--- config.mk ---
export PLATFORM = sky130hd
export DESIGN_NAME = bomb_placer
export DESIGN_NICKNAME = d
export VERILOG_FILES = /design/src/rtl/bomb_placer.sv
export SDC_FILE = /design/constraint.sdc
export NUM_CORES = 1
export LEC_CHECK = 0
export BUFFER_PORTS_ARGS = -buffer_cell sky130_fd_sc_hd__buf_4
export CORE_ASPECT_RATIO = 1.25
export CORE_MARGIN = 3
export CORE_UTILIZATION = 49
export CTS_CLUSTER_DIAMETER = 30
export DETAILED_ROUTE_END_ITERATION = 6
export HOLD_SLACK_MARGIN = 0.15
export PLACE_DENSITY = 0.93
export SYNTH_ARGS = -nofsm -noshare
export SYNTH_HDL_FRONTEND = slang
export SYNTH_SLANG_ARGS = --single-unit
--- constraint.sdc ---
create_clock -name clk -period 8.9 [get_ports clk]
set_input_delay 1.335 -clock clk [delete_from_list [all_inputs] [get_ports clk]]
set_output_delay 1.335 -clock clk [all_outputs]
set_load 0.01 [all_outputs]
--- src/rtl/bomb_placer.sv ---
// bomb_placer: turns each player's drop button into one validated placement request per bombTick.
// Optional debounce filter on the synchronized buttons is enabled with `define BOMB_PLACER_DEBOUNCE_EN.
module bomb_placer #(
  parameter int MAX_BOMBS       = 2,
  parameter int DEBOUNCE_CYCLES = 16
) (
  input  logic        clk,
  input  logic        rst,
  input  logic        bombTick,
  input  logic [1:0]  game_state,
  input  logic        btnA,
  input  logic        btnB,
  input  logic [3:0]  playerAx,
  input  logic [3:0]  playerAy,
  input  logic [3:0]  playerBx,
  input  logic [3:0]  playerBy,
  input  logic [99:0] i_curBombMap_0,
  input  logic [99:0] i_curBombMap_1,
  output logic [3:0]  bombA_x,
  output logic [3:0]  bombA_y,
  output logic [3:0]  bombB_x,
  output logic [3:0]  bombB_y,
  output logic        bombA_v,
  output logic        bombB_v,
  output logic [1:0]  o_activeA,
  output logic [1:0]  o_activeB,
  output logic        o_rejectA,
  output logic        o_rejectB,
  output logic [1:0]  o_dbg_state
);

  // Handshake: a request is offered while bombX_v is high; the downstream map updater
  // consumes it only on a cycle where bombTick is high. No other cycle has any effect.

  if (MAX_BOMBS < 1 || MAX_BOMBS > 3 || DEBOUNCE_CYCLES < 1) begin : g_cfg_err
    $error("bomb_placer: MAX_BOMBS must be 1..3 and DEBOUNCE_CYCLES >= 1");
  end

  typedef enum logic {IDLE = 1'b0, PEND = 1'b1} state_t;

  // Index 0 is player A, index 1 is player B throughout.
  logic [1:0] w_btn;
  logic [1:0] r_sync1, r_sync2, r_prev;
  logic [1:0] w_level, w_press;
  logic [3:0] w_px [2];
  logic [3:0] w_py [2];

  assign w_btn   = {btnB, btnA};
  assign w_px[0] = playerAx;
  assign w_py[0] = playerAy;
  assign w_px[1] = playerBx;
  assign w_py[1] = playerBy;

  always_ff @(posedge clk or posedge rst) begin
    if (rst) begin
      r_sync1 <= '0;
      r_sync2 <= '0;
      r_prev  <= '0;
    end else begin
      r_sync1 <= w_btn;
      r_sync2 <= r_sync1;
      r_prev  <= w_level;
    end
  end

`ifdef BOMB_PLACER_DEBOUNCE_EN
  localparam int CW = $clog2(DEBOUNCE_CYCLES + 1);
  logic [CW-1:0] r_dcnt [2];
  logic [1:0]    r_filt;

  // The counter saturates at DEBOUNCE_CYCLES-1 and the filtered level stays high until a low sample.
  always_ff @(posedge clk or posedge rst) begin
    if (rst) begin
      r_filt <= '0;
      for (int p = 0; p < 2; p++) r_dcnt[p] <= '0;
    end else begin
      for (int p = 0; p < 2; p++) begin
        if (!r_sync2[p]) begin
          r_dcnt[p] <= '0;
          r_filt[p] <= 1'b0;
        end else if (r_dcnt[p] == CW'(DEBOUNCE_CYCLES - 1)) begin
          r_filt[p] <= 1'b1;
        end else begin
          r_dcnt[p] <= r_dcnt[p] + 1'b1;
        end
      end
    end
  end

  assign w_level = r_filt;
`else
  assign w_level = r_sync2;
`endif

  assign w_press = w_level & ~r_prev;

  state_t     r_st [2];
  state_t     w_st_nxt [2];
  logic [3:0] r_x [2];
  logic [3:0] r_y [2];
  logic [1:0] r_slot [2][MAX_BOMBS];
  logic [1:0] w_slot_nxt [2][MAX_BOMBS];
  logic [1:0] w_cnt [2];
  logic [6:0] w_idx [2];
  logic [1:0] w_occ, w_ok, w_load, w_v, w_commit, w_rej;
  logic [1:0] r_active [2];
  logic [1:0] r_rej;

  always_comb begin
    for (int p = 0; p < 2; p++) begin
      w_cnt[p] = '0;
      for (int s = 0; s < MAX_BOMBS; s++) w_cnt[p] = w_cnt[p] + 2'(r_slot[p][s] != 2'd0);
      w_ok[p]  = (game_state == 2'd0) &&
                 (w_px[p] >= 4'd1) && (w_px[p] <= 4'd8) &&
                 (w_py[p] >= 4'd1) && (w_py[p] <= 4'd8) &&
                 (int'(w_cnt[p]) < MAX_BOMBS);
      w_idx[p] = 7'(r_x[p]) * 7'd10 + 7'(r_y[p]);
      w_occ[p] = i_curBombMap_0[w_idx[p]] | i_curBombMap_1[w_idx[p]];
    end
  end

  // Player A wins a same-cell collision, so B's valid is masked by A's.
  always_comb begin
    w_v[0] = (r_st[0] == PEND) && !w_occ[0];
    w_v[1] = (r_st[1] == PEND) && !w_occ[1] &&
             !(w_v[0] && (r_x[0] == r_x[1]) && (r_y[0] == r_y[1]));
    for (int p = 0; p < 2; p++) begin
      w_commit[p] = (r_st[p] == PEND) && bombTick && w_v[p];
      w_rej[p]    = (r_st[p] == PEND) && bombTick && !w_v[p];
    end
  end

  always_comb begin
    for (int p = 0; p < 2; p++) begin
      w_st_nxt[p] = r_st[p];
      w_load[p]   = 1'b0;
      case (r_st[p])
        IDLE: if (w_press[p] && w_ok[p]) begin
          w_st_nxt[p] = PEND;
          w_load[p]   = 1'b1;
        end
        PEND: if (bombTick) w_st_nxt[p] = IDLE;
        default: w_st_nxt[p] = IDLE;
      endcase
    end
  end

  // A slot loaded on this tick starts at 3 and is not decremented until the next tick.
  always_comb begin
    for (int p = 0; p < 2; p++) begin : g_slot_nxt
      logic found;
      found = 1'b0;
      for (int s = 0; s < MAX_BOMBS; s++) begin
        w_slot_nxt[p][s] = r_slot[p][s];
        if (bombTick) begin
          if (w_commit[p] && !found && (r_slot[p][s] == 2'd0)) begin
            w_slot_nxt[p][s] = 2'd3;
            found            = 1'b1;
          end else if (r_slot[p][s] != 2'd0) begin
            w_slot_nxt[p][s] = r_slot[p][s] - 2'd1;
          end
        end
      end
    end
  end

  always_ff @(posedge clk or posedge rst) begin
    if (rst) begin
      r_rej <= '0;
      for (int p = 0; p < 2; p++) begin
        r_st[p]     <= IDLE;
        r_x[p]      <= '0;
        r_y[p]      <= '0;
        r_active[p] <= '0;
        for (int s = 0; s < MAX_BOMBS; s++) r_slot[p][s] <= '0;
      end
    end else begin
      r_rej <= w_rej;
      for (int p = 0; p < 2; p++) begin
        r_st[p]     <= w_st_nxt[p];
        r_active[p] <= w_cnt[p];
        if (w_load[p]) begin
          r_x[p] <= w_px[p];
          r_y[p] <= w_py[p];
        end
        for (int s = 0; s < MAX_BOMBS; s++) r_slot[p][s] <= w_slot_nxt[p][s];
      end
    end
  end

  assign bombA_x     = r_x[0];
  assign bombA_y     = r_y[0];
  assign bombB_x     = r_x[1];
  assign bombB_y     = r_y[1];
  assign bombA_v     = w_v[0];
  assign bombB_v     = w_v[1];
  assign o_activeA   = r_active[0];
  assign o_activeB   = r_active[1];
  assign o_rejectA   = r_rej[0];
  assign o_rejectB   = r_rej[1];
  assign o_dbg_state = {r_st[1], r_st[0]};

endmodule
# Word-level counts from Yosys, hierarchy flattened
# Cells that the tools add are included.
dict set report word_totals {
  regBits 38
  latch_bits 0
  ramBits 0
  romBits 0
  inputBits 223
  out_inout_bits 26
  wordCells 126
  n_memories 0
}
dict set report op_classes {
  n_addsub 8
  multipliers 2
  div 0
  n_lt_le_gt_ge 12
  n_eq_ne 2
  shift 0
  n_mux 27
  bitwise_logic 6
  reduce_logical 53
}
# cell n
set op_table {}
lappend op_table {{1-bit logical AND} 29}
lappend op_table {{1-bit binary-select mux with 7-bit select} 4}
lappend op_table {{4-bit by 1-bit greater-or-equal comparator with 1-bit output, second input constant} 4}
lappend op_table {{4-bit less-or-equal comparator, second input constant} 4}
lappend op_table {{7-bit by 8-bit less-than comparator with 1-bit output, second input constant} 2}
lappend op_table {{2-bit 2-to-1 mux} 8}
lappend op_table {{2-bit nonzero test} 8}
lappend op_table {{7-bit by 4-bit adder with 7-bit output} 2}
lappend op_table {{1-bit 2-to-1 mux} 13}
lappend op_table {{4-bit by 3-bit multiplier with 6-bit output, second input constant} 2}
lappend op_table {{2-bit logical NOT} 5}
lappend op_table {{4-bit == test} 2}
lappend op_table {{2-bit AND reduction} 4}
lappend op_table {{2-bit by 1-bit subtractor with 2-bit output, second input constant} 4}
lappend op_table {{1-bit logical NOT} 7}
lappend op_table {{1-bit by 1-bit adder with 2-bit output} 2}
lappend op_table {{2-bit less-than comparator, second input constant} 2}
lappend op_table {{1-bit one-hot mux with 2 select lines} 2}
lappend op_table {{2-bit AND} 1}
lappend op_table {{1-bit NOT} 2}
lappend op_table {{2-bit NOT} 1}
lappend op_table {{1-bit bitwise OR} 2}

# Logic depth before layout (Yosys ltp)
dict set report logic_depth {
  depth_word 20
  mapped_depth 14
  depth_no_buf 12
}

# Worst setup path before layout
# OpenSTA, ideal clock, no wires.
dict set report synth_timing {
  kind {flip-flop to output port}
  start {register r_x (netlist bit bombA_x[0])}
  end {output bombB_v}
  arrival_ns 2.959
  required_time_ns 7.565
  path_slack_ns 4.606
  path_stages_with_launch 11
  n_path_buf 1
  path_cell_list {dfrtp_1 ha_1 fa_1 xor2_1 buf_6 mux4_2 a22o_1 o31ai_1 o2111ai_2 nand4_1 o21a_2}
}
dict set report synth_via {
  elab_chain_cells 11
  elab_cells_between_ends 14
  classes_between {add/sub (1); mul (1); eq/ne (1); mux (4); bitwise (1); reduce/logical (6)}
}
# element line
set synth_lines {}
lappend synth_lines {{from (decl)} 99} ;# logic [3:0] r_x [2];
lappend synth_lines {{from (signal, indexed assignment)} 183} ;# r_x[p] <= w_px[p];
lappend synth_lines {{4-bit by 3-bit multiplier with 6-bit output} 117} ;# w_idx[p] = 7'(r_x[p]) * 7'd10 + 7'(r_y[p]);
lappend synth_lines {{7-bit by 4-bit adder with 7-bit output} 117}
lappend synth_lines {{1-bit binary-select mux with 7-bit select} 118} ;# w_occ[p] = i_curBombMap_0[w_idx[p]] | i_curBombMap_1[w_idx[p]];
lappend synth_lines {{1-bit 2-to-1 mux (implied by the code)} 118}
lappend synth_lines {{1-bit bitwise OR} 118}
lappend synth_lines {{1-bit logical NOT} 124} ;# w_v[0] = (r_st[0] == PEND) && !w_occ[0];
lappend synth_lines {{1-bit logical AND} 124}
lappend synth_lines {{1-bit logical AND * (2 in a row)} 126} ;# !(w_v[0] && (r_x[0] == r_x[1]) && (r_y[0] == r_y[1]));
lappend synth_lines {{1-bit logical NOT *} 126}
lappend synth_lines {{1-bit logical AND *} 125} ;# w_v[1] = (r_st[1] == PEND) && !w_occ[1] &&
lappend synth_lines {{to (decl)} 24} ;# output logic bombB_v,
# Mark *: on every way between the ends. The rest lies on a longest branch, timed or not. The select of a mux whose other input is x is not followed.

# Final worst setup path
# Same ends and word-level chain as after synthesis.

==> impl_metrics.json <==
{
  "status": "completed",
  "r2r_end": "r_slot[1]",
  "whs_path_depth": 0,
  "reg2reg_from": "bombA_x[0]",
  "maxCapViolations": 0,
  "syn_to_final_growth_pct": 44.3,
  "powerDensity_mw_per_mm2": 268,
  "die_h_um": 112,
  "clock_latency_ps": 290,
  "synth.avg_cell_area_um2": 8.65,
  "min_from": "r_sync1[1]",
  "min_path_type": "flip-flop to flip-flop",
  "irDropWorstVdd_mv": 0.278,
  "power_mw": 1.71,
  "critPathCaptureType": "output pin",
  "p_sw_mw": 0.827,
  "tns_ps": 0,
  "grt_pass1_vias": 5439,
  "portBuffers": 248,
  "critPathKind": "flip-flop to output pin",
  "die_width_um": 90.8,
  "cts_max_level": 2,
  "cts_buffers": 5,
  "row_count": 38,
  "setup_violations": 0,
  "syn_inst": 510,
  "wire_per_inst_um": 21.6,
  "fin_skew_ps": 5.15,
  "whs_endpoint": "r_sync2[1]",
  "slew_viol_final": 0,
  "start_util_pct": 50.7,
  "async_reset_ff_share_pct": 100,
  "worst-path-stages": 10,
  "tightest_slew_ps": 1200,
  "yosysMostFrequentCell": "nor2_1",
  "fmax_mhz": 180,
  "whs_ps": 353,
  "fin_crit_sh_pct": 62.2,
  "yosysUniqueCellTypes": 65,
  "cpPeakStageDelay_ps": 970,
  "fin_crit_ps": 5540,
  "clk_path_buf_depth": 2,
  "cp_num_buf_inv": 2,
  "grt_setup_unrepaired": "no",
  "synth_seq_cells": 38,
  "cp_slowest_cell": "fa_1",
  "drt_wl_total_um": 18600,
  "synth_nets": 756,
  "path_cells": "ha_2 -> fa_1 -> inv_1 -> a2111oi_0 -> nor4_1 -> mux4_2 -> or3_1 -> nand4_1 -> o21a_2 -> buf_4",
  "root_buffer": "clkbuf_8",
  "synth_commonest_cells": "92 x nor2_1, 66 x nor3_1, 38 x dfrtp_1, 31 x a21oi_1, 25 x mux4_2",
  "grt_overflow": 0,
  "maxSlewHeadroom_pct": 19.6,
  "power_frac_seq_pct": 16.7,
  "syn_area_mm2": 0.00441,
  "gp_congestion": 0.995,
  "ctsResizeCount": 0,
  "antenna_found_initial": 1,
  "cts_setup_buffers": 0,
  "netlist_top_cells_area": "dfrtp_1 22%, mux4_2 13%, nor2_1 7.8%",
  "drtIter0Drc": 484,
  "yosysSeqAreaShare_pct": 21.6,
  "via_count": 5345,
  "pwr-share-comb_pct": 76.1,
  "drive_gt1_share_pct": 42.5,
  "clock_sinks": 38,
  "ant_nets": 0,
  "worstPathRequired_ps": 7570,
  "drc_errors": 0,
  "final_area_mm2": 0.00636,
  "dp_hpwl_um": 15300,
  "clk_pin_slew_ps": 70,
  "critPathTopFamily": "adder cells",
  "reg2reg_depth": 11,
  "final_cell_count_no_fill": 863,
  "cts_tree": "yes",
  "via_per_inst": 6.19,
  "p_leak_nw": 2.90,
  "grt_pass1_wl_um": 28600,
  "regToRegSetupSlack_ps": 4630,
  "yosys_warnings": 0,
  "fin_nets": 987,
  "synth_area_leader_cell": "dfrtp_1",
  "hold_viol": 0,
  "placed_cell_area_mm2": 0.00627,
  "cts_hold_buf": 0,
  "netlist.area_leader.share_pct": 21.6,
  "drtPass1Iterations": 5,
  "startpoint_type": "flip-flop",
  "grt_start_max_net_pins": 74,
  "core_area_mm2": 0.00870,
  "synth_ff_type": "dfrtp_1",
  "cp_max_fo": 20,
  "pin_count": 249,
  "cell_internal_pwr_mw": 0.879,
  "clockPowerShare_pct": 7.1,
  "switching_share_pct": 48.5,
  "synth-edff-count": 0,
  "cp.arrival_ps": 4210,
  "grt_usage_pct": 35.3,
  "die-area_mm2": 0.0102,
  "dpl.cell_count": 854
}
[power groups by stage]
stage,Sequential [mW],Combinational (mW),Clock [mW]
after floorplan,0.283,0.959,0
after global placement,0.283,1.24,0
after detailed placement,0.286,1.27,0
after CTS,0.284,1.28,0.122
after global routing,0.293,1.40,0.129
final,0.286,1.30,0.121
[layout by cell type, fill, tap and decap left out, drive strengths merged, types with 16 or more instances in the layout]
cell / netlist / final
a2111oi: 22 / 22
a21oi: 33 / 33
buf: 16 / 252
dfrtp: 38 / 38
ha: 19 / 19
inv: 20 / 20
mux2: 16 / 16
mux4: 25 / 25
nor2: 92 / 92
nor3: 66 / 66
o21ai: 18 / 18
xnor2: 17 / 17
[area by class of cell]
type                    instances  area (um2)
clock inverters                 1        5.00
multi-input cells             423        3170
repair buffers                252        1890
diodes                          1        2.50
well taps                     120         150
clock buffers                   7        86.3
flip-flops and latches         38         951
fillers                       690        2340
inverters                      21         105
[cells by family (layout without fill, tap and decap cells)]
family / after synthesis / count (layout) / synth area share (%)
flops: 38 / 38 / 21.6
fa+ha+maj: 23 / 23 / 7.21
other cells: 0 / 1 / 0
buf+inv: 49 / 281 / 6.73
xor+xnor: 23 / 23 / 4.57
compound gates: 117 / 117 / 18.5
mux: 50 / 50 / 18.9
simple gates: 210 / 210 / 22.5
[metal layers]
layer  GRT usage [%]  part of all wire (%)
met1            41.7                    36
met2            60.0                    48
met3            9.45                    11
met4            16.2                   4.9
met5               0                     0
[sequential cells by signal, indices dropped and copies added (netlist names), 4 cells and up]
name,count
bombB_y,4
bombB_x,4
bombA_y,4
r_slot,8
bombA_x,4
[worst register-to-register path, delay by kind of cell, from the launching register on]
kind | cells | cell delay (ps)
flip-flops | 1 | 450
multiplexers | 2 | 690
AO/OA/AOI/OAI | 3 | 860
buffers and inverters | 1 | 390
adder cells (fa/ha/maj) | 2 | 1200
AND/OR/NAND/NOR | 3 | 590
[metrics by stage]
stage,worst slack (ps),util (%)
CTS,3430,73.1
floorplan,4610,-
global placement,3880,72.1
global route,3130,73.1
detailed placement,3770,72.1
finish,3360,73.1
[worst max-delay path by stage]
stage / start / endpoint
after floorplan: bombA_x[0] / bombB_v
after global placement: bombA_x[0] / bombB_v
after detailed placement: bombA_x[0] / bombB_v
after CTS: bombA_x[0] / bombB_v
after global routing: bombA_x[0] / bombB_v
final: bombA_x[0] / bombB_v
Note: power is estimated with default switching activity, not from simulation.
